$ cat config.mk
export PLATFORM = sky130hd
export DESIGN_NAME = load_store_unit_flat
export DESIGN_NICKNAME = d
export VERILOG_FILES = /design/src/rtl/load_store_unit_if.sv /design/src/rtl/load_store_unit.sv /design/src/flat_wrapper.sv
export SDC_FILE = /design/constraint.sdc
export NUM_CORES = 1
export LEC_CHECK = 0
export BUFFER_PORTS_ARGS = -buffer_cell sky130_fd_sc_hd__buf_2
export CAP_MARGIN = 20
export CORE_ASPECT_RATIO = 0.6
export CORE_MARGIN = 4
export CORE_UTILIZATION = 55
export CTS_CLUSTER_DIAMETER = 60
export CTS_CLUSTER_SIZE = 25
export DETAILED_ROUTE_END_ITERATION = 7
export PLACE_DENSITY = 0.85
export SYNTH_ARGS = -nofsm -noshare
export SYNTH_HDL_FRONTEND = slang
export SYNTH_SLANG_ARGS = --single-unit
$ cat constraint.sdc
create_clock -name clk -period 5.6 [get_ports clk]
set_input_delay 0.28 -clock clk [delete_from_list [all_inputs] [get_ports clk]]
set_output_delay 0.28 -clock clk [all_outputs]
set_load 0.1 [all_outputs]
$ cat src/rtl/load_store_unit_if.sv
// Request/response and memory-side bundles for the load/store unit.
// lsuReqIf: MEM stage (master) <-> load_store_unit (slave); valid/ready request, one-cycle response pulse.
// lsuMemIf: load_store_unit (master) <-> word memory (slave); read/write enables, word index, write/read data.

interface lsuReqIf;
    logic        reqValid;
    logic        reqReady;
    logic        reqWrite;
    logic [1:0]  reqSize;
    logic        reqSigned;
    logic [31:0] reqAddress;
    logic [31:0] reqWriteData;
    logic        respValid;
    logic [31:0] respData;
    logic        respFault;

    modport master (
        output reqValid, reqWrite, reqSize, reqSigned, reqAddress, reqWriteData,
        input  reqReady, respValid, respData, respFault
    );

    modport slave (
        input  reqValid, reqWrite, reqSize, reqSigned, reqAddress, reqWriteData,
        output reqReady, respValid, respData, respFault
    );
endinterface

interface lsuMemIf;
    logic        memReadFlag;
    logic        memWriteFlag;
    logic [31:0] MemAddress;
    logic [31:0] WriteDataInput;
    logic [31:0] ReadDataOutput;

    modport master (
        output memReadFlag, memWriteFlag, MemAddress, WriteDataInput,
        input  ReadDataOutput
    );

    modport slave (
        input  memReadFlag, memWriteFlag, MemAddress, WriteDataInput,
        output ReadDataOutput
    );
endinterface

$ cat src/rtl/load_store_unit.sv
// Purpose: byte/half/word load-store initiator for a word-organised memory, read-modify-write for sub-word stores.
// Latency: response 1 cycle after accept on fault, 2 for loads and word stores, 3 for sub-word stores.
// Backpressure: one request in flight; reqReady only in IDLE, reqValid while busy is ignored, never queued.
// Ports: clk, rst_n (async active-low); req = lsuReqIf.slave (request + response pulse);
//        mem = lsuMemIf.master (read/write flags, word index, write data, combinational read data).

module load_store_unit #(
    parameter int MEM_WORDS_LOG2 = 7,
    parameter bit RANGE_CHECK    = 1'b1
) (
    input  logic     clk,
    input  logic     rst_n,
    lsuReqIf.slave   req,
    lsuMemIf.master  mem
);

    typedef enum logic [1:0] {IDLE, RD, WR, RESP} lsuStateT;

    localparam logic [29:0] WORD_LIMIT = 30'(64'(1) << MEM_WORDS_LOG2);

    lsuStateT    state, nextState;
    logic        opWrite;
    logic [1:0]  opSize;
    logic        opSigned;
    logic [1:0]  opLane;
    logic [31:0] opWriteData;
    logic [31:0] memAddressQ;
    logic [31:0] writeDataQ;
    logic [31:0] respDataQ;
    logic        respFaultQ;

    logic        accept;
    logic        reqFault;
    logic [7:0]  loadByte;
    logic [15:0] loadHalf;
    logic [31:0] loadValue;
    logic [31:0] mergedWord;

    assign accept = req.reqValid && (state == IDLE);

    always_comb begin
        reqFault = 1'b0;
        case (req.reqSize)
            2'b01:   reqFault = req.reqAddress[0];
            2'b10:   reqFault = (req.reqAddress[1:0] != 2'b00);
            2'b11:   reqFault = 1'b1;
            default: reqFault = 1'b0;
        endcase
        if (RANGE_CHECK && (req.reqAddress[31:2] >= WORD_LIMIT)) begin
            reqFault = 1'b1;
        end
    end

    // Word stores skip the read; sub-word stores read first so the untouched lanes can be merged back.
    always_comb begin
        nextState = state;
        case (state)
            IDLE: begin
                if (accept) begin
                    if (reqFault)                                    nextState = RESP;
                    else if (req.reqWrite && req.reqSize == 2'b10)   nextState = WR;
                    else                                             nextState = RD;
                end
            end
            RD:      nextState = opWrite ? WR : RESP;
            WR:      nextState = RESP;
            RESP:    nextState = IDLE;
            default: nextState = IDLE;
        endcase
    end

    // Little-endian lane extraction from the word presented during RD.
    assign loadByte = mem.ReadDataOutput[{opLane, 3'b000} +: 8];
    assign loadHalf = mem.ReadDataOutput[{opLane[1], 4'b0000} +: 16];

    always_comb begin
        loadValue = mem.ReadDataOutput;
        case (opSize)
            2'b00:   loadValue = opSigned ? {{24{loadByte[7]}}, loadByte} : {24'b0, loadByte};
            2'b01:   loadValue = opSigned ? {{16{loadHalf[15]}}, loadHalf} : {16'b0, loadHalf};
            default: loadValue = mem.ReadDataOutput;
        endcase
    end

    always_comb begin
        mergedWord = mem.ReadDataOutput;
        if (opSize == 2'b00) begin
            mergedWord[{opLane, 3'b000} +: 8] = opWriteData[7:0];
        end else begin
            mergedWord[{opLane[1], 4'b0000} +: 16] = opWriteData[15:0];
        end
    end

    always_ff @(posedge clk or negedge rst_n) begin
        if (!rst_n) begin
            state       <= IDLE;
            opWrite     <= 1'b0;
            opSize      <= 2'b00;
            opSigned    <= 1'b0;
            opLane      <= 2'b00;
            opWriteData <= '0;
            memAddressQ <= '0;
            writeDataQ  <= '0;
            respDataQ   <= '0;
            respFaultQ  <= 1'b0;
        end else begin
            state <= nextState;
            if (accept) begin
                opWrite     <= req.reqWrite;
                opSize      <= req.reqSize;
                opSigned    <= req.reqSigned;
                opLane      <= req.reqAddress[1:0];
                opWriteData <= req.reqWriteData;
                memAddressQ <= {2'b00, req.reqAddress[31:2]};
                respDataQ   <= '0;
                respFaultQ  <= reqFault;
                if (!reqFault && req.reqWrite && req.reqSize == 2'b10) begin
                    writeDataQ <= req.reqWriteData;
                end
            end else if (state == RD) begin
                if (opWrite) begin
                    writeDataQ <= mergedWord;
                end else begin
                    respDataQ <= loadValue;
                end
            end
        end
    end

    // All outputs decode registered state only.
    assign req.reqReady       = (state == IDLE);
    assign req.respValid      = (state == RESP);
    assign req.respData       = (state == RESP) ? respDataQ : 32'h0;
    assign req.respFault      = (state == RESP) && respFaultQ;
    assign mem.memReadFlag    = (state == RD);
    assign mem.memWriteFlag   = (state == WR);
    assign mem.MemAddress     = memAddressQ;
    assign mem.WriteDataInput = writeDataQ;

endmodule

$ cat src/flat_wrapper.sv
// flat-port wrapper written by rule: the top's interface ports become plain ports
module load_store_unit_flat 
#(
    parameter int MEM_WORDS_LOG2 = 7,
    parameter bit RANGE_CHECK    = 1'b1
)
  (clk, rst_n, req_reqValid, req_reqWrite, req_reqSize, req_reqSigned, req_reqAddress, req_reqWriteData, req_reqReady, req_respValid, req_respData, req_respFault, mem_memReadFlag, mem_memWriteFlag, mem_MemAddress, mem_WriteDataInput, mem_ReadDataOutput);
  lsuReqIf req_i ();
  lsuMemIf mem_i ();
  input  logic clk;
  input  logic rst_n;
  input wire logic [$bits(req_i.reqValid)-1:0] req_reqValid;
  input wire logic [$bits(req_i.reqWrite)-1:0] req_reqWrite;
  input wire logic [$bits(req_i.reqSize)-1:0] req_reqSize;
  input wire logic [$bits(req_i.reqSigned)-1:0] req_reqSigned;
  input wire logic [$bits(req_i.reqAddress)-1:0] req_reqAddress;
  input wire logic [$bits(req_i.reqWriteData)-1:0] req_reqWriteData;
  output wire logic [$bits(req_i.reqReady)-1:0] req_reqReady;
  output wire logic [$bits(req_i.respValid)-1:0] req_respValid;
  output wire logic [$bits(req_i.respData)-1:0] req_respData;
  output wire logic [$bits(req_i.respFault)-1:0] req_respFault;
  output wire logic [$bits(mem_i.memReadFlag)-1:0] mem_memReadFlag;
  output wire logic [$bits(mem_i.memWriteFlag)-1:0] mem_memWriteFlag;
  output wire logic [$bits(mem_i.MemAddress)-1:0] mem_MemAddress;
  output wire logic [$bits(mem_i.WriteDataInput)-1:0] mem_WriteDataInput;
  input wire logic [$bits(mem_i.ReadDataOutput)-1:0] mem_ReadDataOutput;
  assign req_i.reqValid = req_reqValid;
  assign req_i.reqWrite = req_reqWrite;
  assign req_i.reqSize = req_reqSize;
  assign req_i.reqSigned = req_reqSigned;
  assign req_i.reqAddress = req_reqAddress;
  assign req_i.reqWriteData = req_reqWriteData;
  assign req_reqReady = req_i.reqReady;
  assign req_respValid = req_i.respValid;
  assign req_respData = req_i.respData;
  assign req_respFault = req_i.respFault;
  assign mem_memReadFlag = mem_i.memReadFlag;
  assign mem_memWriteFlag = mem_i.memWriteFlag;
  assign mem_MemAddress = mem_i.MemAddress;
  assign mem_WriteDataInput = mem_i.WriteDataInput;
  assign mem_i.ReadDataOutput = mem_ReadDataOutput;
  load_store_unit #(.MEM_WORDS_LOG2(MEM_WORDS_LOG2), .RANGE_CHECK(RANGE_CHECK)) u_core (.clk(clk), .rst_n(rst_n), .req(req_i), .mem(mem_i));
endmodule
Yosys cells after proc, flatten, opt, wreduce, memory -nomap -nowiden
Index checks and enable logic that the tools add are counted.
{"block": "totals", "regBits": 119, "latchBits": 0, "mem_bits_rw": 0, "rom_bits": 0, "inputBits": 103, "memories": 0}
{"block": "classes", "n_addsub": 2, "mul": 0, "div": 0, "order_cmp": 1, "eq_ne": 10, "shifts": 6, "mux": 21, "n_bitwise": 0, "reduce_logical": 13}
{"cell": "32-bit 2-to-1 mux", "count": 11}
{"cell": "32-bit bitwise mux", "count": 2}
{"cell": "32-bit case mux with 2 select lines", "count": 1}
{"cell": "16-bit by 7-bit variable shift with 32-bit output, first input constant", "count": 1}
{"cell": "8-bit by 7-bit variable shift with 32-bit output, first input constant", "count": 1}
{"cell": "16-bit by 7-bit variable part select with 32-bit output", "count": 1}
{"cell": "32-bit by 6-bit variable part select with 16-bit output", "count": 1}
{"cell": "32-bit by 6-bit variable part select with 8-bit output", "count": 1}
{"cell": "8-bit by 7-bit variable part select with 32-bit output", "count": 1}
{"cell": "30-bit by 8-bit >= comparator with 1-bit output, second input constant", "count": 1}
{"cell": "5-bit negator with 7-bit output", "count": 2}
{"cell": "2-bit equality test, second input constant", "count": 4}
{"cell": "2-bit case mux with 4 select lines", "count": 1}
{"cell": "2-bit by 1-bit equality test with 1-bit output, second input constant", "count": 3}
{"cell": "2-bit 2-to-1 mux", "count": 3}
{"cell": "2-bit nonzero test", "count": 3}
{"cell": "1-bit logical AND", "count": 5}
{"cell": "2-bit logical NOT", "count": 2}
{"cell": "2-bit inequality test, second input constant", "count": 2}
{"cell": "1-bit case mux with 3 select lines", "count": 1}
{"cell": "3-bit AND reduction", "count": 1}
{"cell": "1-bit 2-to-1 mux", "count": 2}
{"cell": "2-bit by 1-bit inequality test with 1-bit output, second input constant", "count": 1}
{"cell": "2-bit AND reduction", "count": 1}
{"cell": "1-bit logical NOT", "count": 1}

Depth between registers and ports, before layout
Gate-level depths: netlist (run 1).
{"block": "depth", "depth_word": 8, "mapped_depth": 10, "mapped_depth_nobuf": 7}

Worst setup path before layout (run 1)
OpenSTA, ideal clock, no wires.
{"block": "synth_timing", "path_kind": "register to register", "from": "reg u_core.state[0]", "to": "reg u_core.writeDataQ[11], in the netlist u_core.mem.WriteDataInput[11]", "arrival_time_ps": 2594, "path_slack_ps": 2880, "path_stages_with_launch": 8, "n_path_buf": 1, "synth_period_minus_slack_ps": 2720, "path_cell_list": "dfrtp_1 inv_1 ha_1 nand2_1 and3_1 a31oi_4 buf_6 mux2_2"}
{"block": "synth_between", "elab_chain_len": 4, "elab_cells_between_ends": 8, "classes_between": "2 x eq/ne; 1 x mux; 5 x reduce/logical"}
{"item": "from (decl)", "line_no": "load_store_unit.sv:21", "rtl": "lsuStateT state, nextState;"}
{"item": "from (signal assigned)", "line_no": "load_store_unit.sv:107", "rtl": "state <= nextState;"}
{"item": "2-bit logical NOT *"}
{"item": "net req_reqReady", "line_no": "flat_wrapper.sv:18", "rtl": "output wire logic [$bits(req_i.reqReady)-1:0] req_reqReady;"}
{"item": "1-bit logical AND *", "line_no": "load_store_unit.sv:39", "rtl": "assign accept = req.reqValid && (state == IDLE);"}
{"item": "2-bit inequality test (no source line) / 2-bit nonzero test (equally long branches)"}
{"item": "3-bit AND reduction (no source line)"}
{"item": "to (signal assigned)", "line_no": "load_store_unit.sv:118", "rtl": "writeDataQ <= req.reqWriteData;"}
{"item": "to (signal assigned)", "line_no": "load_store_unit.sv:122", "rtl": "writeDataQ <= mergedWord;"}
{"item": "to (decl)", "line_no": "load_store_unit.sv:28", "rtl": "logic [31:0] writeDataQ;"}
The timed path passes the listed nets; every way through them passes the cells marked *.
A chain may end at the register's enable or synchronous reset.

Final worst setup path (run 1)
{"block": "layout_timing", "from": "reg u_core.opLane[1]", "to": "reg u_core.writeDataQ[6], in the netlist u_core.mem.WriteDataInput[6]"}
{"block": "layout_between", "elab_chain_len": 7, "elab_cells_between_ends": 12, "classes_between": "2 x add/sub; 4 x shift; 6 x mux"}
{"item": "from (decl)", "line_no": "load_store_unit.sv:25", "rtl": "logic [1:0] opLane;"}
{"item": "from (signal assigned)", "line_no": "load_store_unit.sv:112", "rtl": "opLane <= req.reqAddress[1:0];"}
{"item": "5-bit negator with 7-bit output (on tied branches)", "line_no": "load_store_unit.sv:90, load_store_unit.sv:88"}
{"item": "16-bit by 7-bit variable part select with 32-bit output (tied with other cells)", "line_no": "load_store_unit.sv:90", "rtl": "mergedWord[{opLane[1], 4'b0000} +: 16] = opWriteData[15:0];"}
{"item": "32-bit bitwise mux (on tied branches)", "line_no": "load_store_unit.sv:90, load_store_unit.sv:88"}
{"item": "32-bit 2-to-1 mux *", "line_no": "load_store_unit.sv:87", "rtl": "if (opSize == 2'b00) begin"}
{"item": "32-bit 2-to-1 mux *", "line_no": "load_store_unit.sv:121", "rtl": "if (opWrite) begin"}
{"item": "32-bit 2-to-1 mux *", "line_no": "load_store_unit.sv:120", "rtl": "end else if (state == RD) begin"}
{"item": "32-bit 2-to-1 mux *", "line_no": "load_store_unit.sv:108", "rtl": "if (accept) begin"}
Mark *: on every way between the ends. The rest lies on a longest branch, timed or not. The select of a mux whose other input is x is not followed.

==> impl_metrics.py, run 1 <==
metrics = {
    "outcome": {
        "status": "complete, no violations",
    },
    "timing": {
        "rsz0062_at_grt": "false",
        "period_minus_slack_ps": 3050,
        "tightest_slew_ps": 924,
        "tns_ps": 0,
        "fin_skew_ps": 6.19,
        "min_period_over_period": 0.545,
        "slew_headroom": 0.379,
        "setup_viol": 0,
        "hold_violations": 0,
        "slew_violations": 0,
        "fmax_ghz": 0.328,
    },
    "setup_path": {
        "r2r_end": "u_core.mem.WriteDataInput[6]",
        "critical_path_class": "reg2reg",
        "worstSetupStartpointType": "flop",
        "cp_slowest_cell": "nor3_1",
        "path_cells": "buf_4 > inv_1 > ha_1 > nor3_1 > a221oi_1 > o21ai_0 > mux2_2",
        "startpoint": "u_core.opLane[1]",
        "reg2reg_from": "u_core.opLane[1]",
        "required_ps": 5950,
        "cp_max_fo": 45,
        "max_stage_delay_ps": 780,
        "crit_path_end_kind": "flop",
        "rr_worst_depth": 7,
        "cp.arrival_ps": 3400,
        "reg2reg_slack_ps": 2550,
    },
    "cts": {
        "root_buffer": "clkbuf_16",
        "clk_pin_slew_ps": 50,
        "cts_tree": "built",
        "clock_path_buffers": 2,
        "cts_buffers": 17,
        "postCtsSetupRepairBufs": 0,
        "clkLatencyLatePin_ps": 410,
        "h-tree-depth": 4,
        "cts_sinks": 119,
    },
    "place": {
        "dp_hpwl_um": 14300,
        "port_buffers": 201,
        "gp_congestion": 0.870,
    },
    "synth": {
        "seq_area_frac_synth": 0.464,
        "synth-edff-count": 0,
        "synth_area_sq_um": 6420,
        "yosys_warnings": 0,
        "synthFlopType": "dfrtp_1",
        "synth_area_leader_cell": "dfrtp_1",
        "synth.area.top_cells": "dfrtp_1, nand2_1, mux2_2",
        "synth_top_area_frac": 0.464,
        "avgSynthCellArea_sq_um": 9.34,
        "ys_ff_latch": 119,
        "synth_cell_types": 44,
        "syn-instance-count": 688,
        "async_reset_ff_frac": 1.00,
    },
    "global_routing": {
        "grt_start_max_net_pins": 64,
        "grt_pass1_vias": 5854,
        "grt_use_met2": 0.417,
        "grt_pass1_wl_um": 32100,
        "use_met1": 0.448,
        "antenna_found_initial": 0,
        "grt_util_met3": 0.106,
        "grt_usage": 0.303,
        "grt_busiest_layer": "met1",
        "overflow": 0,
    },
    "drt": {
        "drc_errors": 0,
        "drt_iter0_markers": 723,
        "dr.pass1.iters": 8,
        "wirelength_um": 20700,
        "num_vias": 6191,
        "ant_nets": 0,
        "post_drt_wl_per_cell_um": 19.8,
        "viasPerCell": 5.94,
    },
    "final_layout": {
        "drive_gt1_frac": 0.351,
        "finalNetCount": 981,
        "antenna_cells": 0,
        "final_common_cell": "buf_2",
        "syn_to_final_growth_pct": 25.6,
        "final_cell_mix": "buf_2, nand2_1, dfrtp_1",
    },
    "floorplan": {
        "pin_count": 204,
        "chipHeight_um": 91.7,
        "die_w_um": 148,
        "start_util": 0.565,
        "rows": 30,
        "dieArea_sq_um": 13500,
        "core_area_sq_um": 11400,
    },
    "hold_path": {
        "whs_endpoint": "u_core.mem.MemAddress[0]",
        "min_path_type": "in2reg",
        "whs_path_depth": 3,
        "worstHoldStart": "req_reqAddress[2]",
    },
    "run": {
        "cap_violations": 0,
    },
}
## worst max-delay path by stage
| stage | to | slack (ps) | cells after the start |
|---|---|---|---|
| global route | u_core.mem.WriteDataInput[0] | 2430 | 7 |
| global placement | u_core.mem.WriteDataInput[24] | 2670 | 6 |
| detailed placement | u_core.mem.WriteDataInput[19] | 2580 | 6 |
| finish | u_core.mem.WriteDataInput[6] | 2550 | 7 |
| floorplan | u_core.mem.WriteDataInput[11] | 2880 | 7 |
| CTS | u_core.mem.WriteDataInput[21] | 2560 | 6 |
## cells by family (layout without fill, tap and decap cells)
kind of cell | count (synthesis) | in the layout | synth area share
and+or+nand+nor | 298 | 298 | 0.202
AOI/OAI and AO/OA | 133 | 133 | 0.155
DFF | 119 | 119 | 0.464
muxes | 65 | 65 | 0.116
buffers and inverters | 63 | 256 | 0.0464
adders and majority gates | 9 | 9 | 0.0175
other | 1 | 2 | 0.000584
## repair_timing
| action | CTS | global route |
|---|---|---|
| gates resized for setup | 0 | 0 |
| setup endpoints to repair | 0 | 0 |
| hold buffers | 1 | 0 |
| hold endpoints to repair | 43 | 0 |
## cell usage after synthesis, types with 7 or more instances
cell	instances
buf_2	13
o21ai_0	48
mux2_2	60
nor2_1	34
nand2_1	194
a221oi_1	31
a221o_1	16
dfrtp_1	119
a31oi_1	7
ha_1	9
o221ai_1	7
nand2b_1	10
a32o_1	8
and2_1	35
inv_1	14
clkbuf_1	25
## metal layers
layer	share of wire	wire length, um
met1	0.42	8770
met5	0	0
met4	0.022	459
met2	0.42	8650
met3	0.14	2800
## state kept, by name, summed over array words and instances, names as in the netlist, 2 cells and up
signal / cells
u_core.respDataQ: 32
u_core.opWriteData: 16
u_core.state: 2
u_core.opSize: 2
u_core.opLane: 2
u_core.mem.MemAddress: 30
u_core.mem.WriteDataInput: 32
## critical path, delay by kind of cell (launching register included)
kind            cells  cell delay (ps)
compound gates      2              500
buf+inv             2              720
fa+ha+maj           1              420
flops               1              320
mux                 1              210
simple gates        1              780
## final cells by class
class	count	area, sq um
clock buffers	19	453
well taps	160	200
fillers	847	3310
multi-input cells	507	3160
repair buffers	209	1090
clock inverters	13	130
flip-flops and latches	119	2980
inverters	15	56.3
## stage by stage
stage | setup slack, ps | util | instances | cell area, sq um | hold slack (ps)
floorplan | 2880 | - | 689 | 6430 | -15.6
global placement | 2670 | 0.654 | 1007 | 7440 | 416
detailed placement | 2580 | 0.655 | 1008 | 7450 | 421
CTS | 2560 | 0.707 | 1041 | 8050 | 57.9
global route | 2430 | 0.709 | 1042 | 8070 | 61.5
finish | 2550 | 0.709 | 1042 | 8070 | 62.1
Power of run 1 is not shown: default switching activity piles up to over one toggle a cycle in this logic, so the estimate is an artifact.
==> run 2: changes to the inputs <==
CORE_UTILIZATION = 47   (was 55)
PLACE_DENSITY = 0.78   (was 0.85)
clock period = 2.7 ns   (was 5.6 ns; I/O delays follow)
==> run 2 against run 1 <==
Effect of this change: count of clock-buffer cells in the layout rose by 2; clock skew is 0.62 ps higher; hold slack lost 28 ps; design area is 9.5% higher; non-clock buffer count increased by 61; critical path depth rose by 1; critical path type unchanged; critical endpoint is now u_core.mem.WriteDataInput[31].
==> impl_metrics.py, run 2 (synthesized netlist as in run 1, its figures left out) <==
metrics = {
    "floorplan": {
        "rows": 32,
        "die_w_um": 159,
        "start_util": 0.491,
        "chipHeight_um": 98.6,
        "pin_count": 204,
        "core_area_sq_um": 13100,
        "dieArea_sq_um": 15700,
    },
    "drt": {
        "dr.pass1.iters": 5,
        "drt_iter0_markers": 910,
        "drc_errors": 0,
        "viasPerCell": 5.75,
        "post_drt_wl_per_cell_um": 19.6,
        "num_vias": 6414,
        "wirelength_um": 21800,
        "ant_nets": 0,
    },
    "global_routing": {
        "antenna_found_initial": 4,
        "grt_pass1_wl_um": 34400,
        "grt_pass1_vias": 6301,
        "overflow": 0,
        "grt_usage": 0.278,
        "grt_start_max_net_pins": 76,
    },
    "hold_path": {
        "whs_path_depth": 2,
        "min_path_type": "in2reg",
    },
    "place": {
        "gp_congestion": 0.918,
        "port_buffers": 201,
        "dp_cells": 1027,
        "dp_hpwl_um": 15100,
    },
    "cts": {
        "cts_sinks": 119,
        "clkLatencyLatePin_ps": 410,
        "h-tree-depth": 4,
        "root_buffer": "clkbuf_16",
        "cts_buffers": 17,
        "clk_pin_slew_ps": 60,
        "postCtsSetupRepairBufs": 0,
        "cts_tree": "built",
        "clock_path_buffers": 2,
    },
    "setup_path": {
        "required_ps": 3060,
        "rr_worst_depth": 8,
        "critical_path_class": "reg2reg",
        "cp_max_fo": 44,
        "cp.arrival_ps": 2730,
        "worstSetupStartpointType": "flop",
        "crit_path_end_kind": "flop",
    },
    "final_layout": {
        "drive_gt1_frac": 0.339,
        "syn_to_final_growth_pct": 37.5,
        "final_common_cell": "buf_2",
        "finalNetCount": 1042,
        "final_cell_mix": "buf_2, nand2_1, dfrtp_1",
        "instances_no_fill": 1116,
    },
    "outcome": {
        "status": "complete, no violations",
    },
    "timing": {
        "tightest_slew_ps": 780,
        "min_period_over_period": 0.879,
        "hold_violations": 0,
        "slew_violations": 0,
        "fin_skew_ps": 6.81,
        "setup_viol": 0,
        "period_minus_slack_ps": 2370,
        "tns_ps": 0,
        "slew_headroom": 0.480,
        "rsz0062_at_grt": "false",
        "fmax_ghz": 0.421,
    },
    "run": {
        "cap_violations": 0,
    },
}
-- run 2: metal layers --
metal	track usage	vias to the layer above	wire length [um]
met1	0.393	3024	9380
met3	0.101	74	2600
met2	0.386	412	9080
met5	0	-	12
li1	-	2902	-
met4	0.113	2	767
-- run 2: path summary, 6_finish.rpt --
kind / start / end / slack, ps
max: u_core.opLane[1] / u_core.mem.WriteDataInput[31] / 330
min: mem_ReadDataOutput[17] / u_core.respDataQ[17] / 30
max reg2reg: u_core.opLane[1] / u_core.mem.WriteDataInput[31] / 330
min reg2reg: u_core.respDataQ[3] / u_core.respDataQ[3] / 470
max in group asynchronous: rst_n / u_core.mem.MemAddress[0] / 1700
min in group asynchronous: rst_n / u_core.respDataQ[29] / 210
-- run 2: through the flow --
step,util,cell area [sq um],setup slack (ps),hold WS [ps]
after floorplan,-,6430,206,-161
after global placement,0.579,7580,398,103
after detailed placement,0.579,7580,233,110
after CTS,0.673,8820,203,19.8
after global routing,0.674,8830,145,33.4
final,0.674,8830,326,34.5
-- run 2: final cells by class --
type                       instances  area, sq um
tap                              170          213
clock inverter                    11          218
timing repair buffer             270         1710
antenna                            3         7.51
sequential                       119         2980
fill                            1031         4260
clock buffer                      21          480
inverter                          15         56.3
multi-input combinational        507         3170
-- run 2: critical path, cell delays in order, from the launching register on --
cell and delay [ps]:
dfrtp_1 340, buf_4 470, ha_1 290, clkinv_1 260, nor4_2 250, buf_4 200
a221oi_1 90, o21ai_0 230, mux2_2 180
-- run 2: timing repair --
item                                    4_1_cts  5_1_grt
endpoints found under the setup margin        0        1
hold endpoints to repair                     82        0
hold buffers                                 54        0
resized for setup                             0        1
Power of run 2 is left out for the same reason.
==> run 3: changes to the inputs <==
CORE_UTILIZATION = 52   (was 47)
PLACE_DENSITY = 0.81   (was 0.78)
clock period = 2.3 ns   (was 2.7 ns; I/O delays follow)
==> run 3 against run 2 <==
Effect of this change: fmax up 7.1%; first-iteration DRC count fell by 5.5%; setup slack got worse by 240 ps; critical path depth decreased by 1; register-to-register slack worse by 240 ps; highest routed layer unchanged; core utilization up 5.2 points; count of clock-buffer cells in the layout is 1 higher; hold slack worse by 11 ps; final cell count decreased by 0.36%; non-clock buffer count grew 4; routed wire length increased by 1.0%; design area shrank 0.72%.
==> impl_metrics.py, run 3 (synthesized netlist as in run 1, its figures left out) <==
metrics = {
    "outcome": {
        "status": "complete, no violations",
    },
    "timing": {
        "fmax_ghz": 0.451,
        "fin_skew_ps": 5.60,
        "slew_violations": 0,
        "slew_headroom": 0.330,
        "setup_viol": 0,
        "min_period_over_period": 0.964,
        "period_minus_slack_ps": 2220,
        "hold_violations": 0,
        "whs_ps": 23.8,
        "rsz0062_at_grt": "true",
        "tightest_slew_ps": 1000,
    },
    "cts": {
        "h-tree-depth": 4,
        "cts_sinks": 119,
        "clock_path_buffers": 2,
        "clk_pin_slew_ps": 60,
        "clkLatencyLatePin_ps": 420,
        "cts_buffers": 17,
        "root_buffer": "clkbuf_16",
        "cts_tree": "built",
        "postCtsSetupRepairBufs": 0,
    },
    "final_layout": {
        "final_common_cell": "buf_2",
        "instances_no_fill": 1112,
        "drive_gt1_frac": 0.341,
        "syn_to_final_growth_pct": 36.5,
        "finalNetCount": 1046,
        "final_cell_mix": "buf_2, nand2_1, dfrtp_1",
    },
    "place": {
        "port_buffers": 201,
        "dp_cells": 1025,
        "dp_hpwl_um": 14500,
        "gp_congestion": 0.927,
    },
    "drt": {
        "num_vias": 6506,
        "viasPerCell": 5.85,
        "wirelength_um": 22100,
        "dr.pass1.iters": 7,
        "drt_iter0_markers": 860,
        "post_drt_wl_per_cell_um": 19.8,
        "drc_errors": 0,
        "ant_nets": 0,
    },
    "global_routing": {
        "grt_util_met3": 0.0969,
        "grt_use_met2": 0.431,
        "use_met1": 0.442,
        "grt_usage": 0.310,
        "grt_pass1_wl_um": 33200,
        "grt_pass1_vias": 6120,
        "grt_busiest_layer": "met1",
        "antenna_found_initial": 1,
        "grt_start_max_net_pins": 84,
        "overflow": 0,
    },
    "setup_path": {
        "critical_path_class": "reg2reg",
        "startpoint": "u_core.opLane[1]",
        "rr_worst_depth": 7,
        "reg2reg_slack_ps": 80,
        "r2r_end": "u_core.mem.WriteDataInput[25]",
        "crit_path_end_kind": "flop",
        "cp_max_fo": 44,
        "reg2reg_from": "u_core.opLane[1]",
        "worstSetupStartpointType": "flop",
        "cp.arrival_ps": 2520,
        "critPathCapture": "u_core.mem.WriteDataInput[25]",
        "required_ps": 2600,
    },
    "floorplan": {
        "die_w_um": 151,
        "dieArea_sq_um": 14300,
        "chipHeight_um": 94.1,
        "start_util": 0.533,
        "pin_count": 204,
        "core_area_sq_um": 12100,
        "rows": 31,
    },
    "run": {
        "cap_violations": 0,
    },
    "hold_path": {
        "whs_path_depth": 2,
        "min_path_type": "in2reg",
    },
}
-- run 3: cell types whose count changed in the layout (fill, tap and decap cells not counted), sizes merged --
cell / previous run / this run
clkinvlp: 2 / 1
clkbuf: 21 / 22
bufinv: 6 / 3
dlygate4sd3: 54 / 55
diode: 3 / 1
clkinv: 4 / 6
buf: 216 / 219
-- run 3: critical path, stage by stage, from the launching register on --
cell and delay (ps):
dfrtp_1 360, buf_6 360, ha_1 250, clkinv_1 100, buf_4 180, a221oi_1 370, o21ai_0 170, mux2_2 300
-- run 3: area by class of cell --
| cell class | count | area [sq um] |
|---|---|---|
| multi-input combinational | 507 | 3180 |
| clock buffer | 22 | 484 |
| sequential | 119 | 2980 |
| clock inverter | 9 | 123 |
| tap | 165 | 206 |
| antenna | 1 | 2.50 |
| fill | 859 | 3300 |
| inverter | 15 | 56.3 |
| timing repair buffer | 274 | 1740 |
-- run 3: timing repair --
action / 4_1_cts / 5_1_grt
resized for setup: 0 / 2
setup endpoints to repair: 0 / 23
hold buffers: 55 / 0
endpoints found under the hold margin: 94 / 0
-- run 3: per-layer routing --
metal	vias to the layer above	wire length [um]
met5	-	48
met4	2	790
li1	2910	-
met1	3079	9300
met2	436	9320
met3	79	2590
-- run 3: how the worst min path moves through the flow --
stage	slack, ps	startpoint	end
after floorplan	-180	rst_n	u_core.mem.MemAddress[0]
after global placement	150	rst_n	u_core.state[0]
after detailed placement	160	rst_n	u_core.state[0]
after CTS	0.4	req_reqAddress[0]	u_core.opLane[0]
after global routing	20	mem_ReadDataOutput[20]	u_core.respDataQ[20]
final	20	mem_ReadDataOutput[20]	u_core.respDataQ[20]
-- run 3: through the flow --
step | instance area [sq um] | TNS (ps) | utilization | setup WS [ps]
3_3_place_gp | 7600 | 0 | 0.630 | 108
4_1_cts | 8750 | 0 | 0.726 | 10.4
3_5_place_dp | 7600 | 0 | 0.630 | 41.5
2_1_floorplan | 6440 | 0 | - | 63.2
6_report | 8770 | 0 | 0.727 | 83.7
5_1_grt | 8770 | -106 | 0.727 | -33.3
Power of run 3 is left out for the same reason.
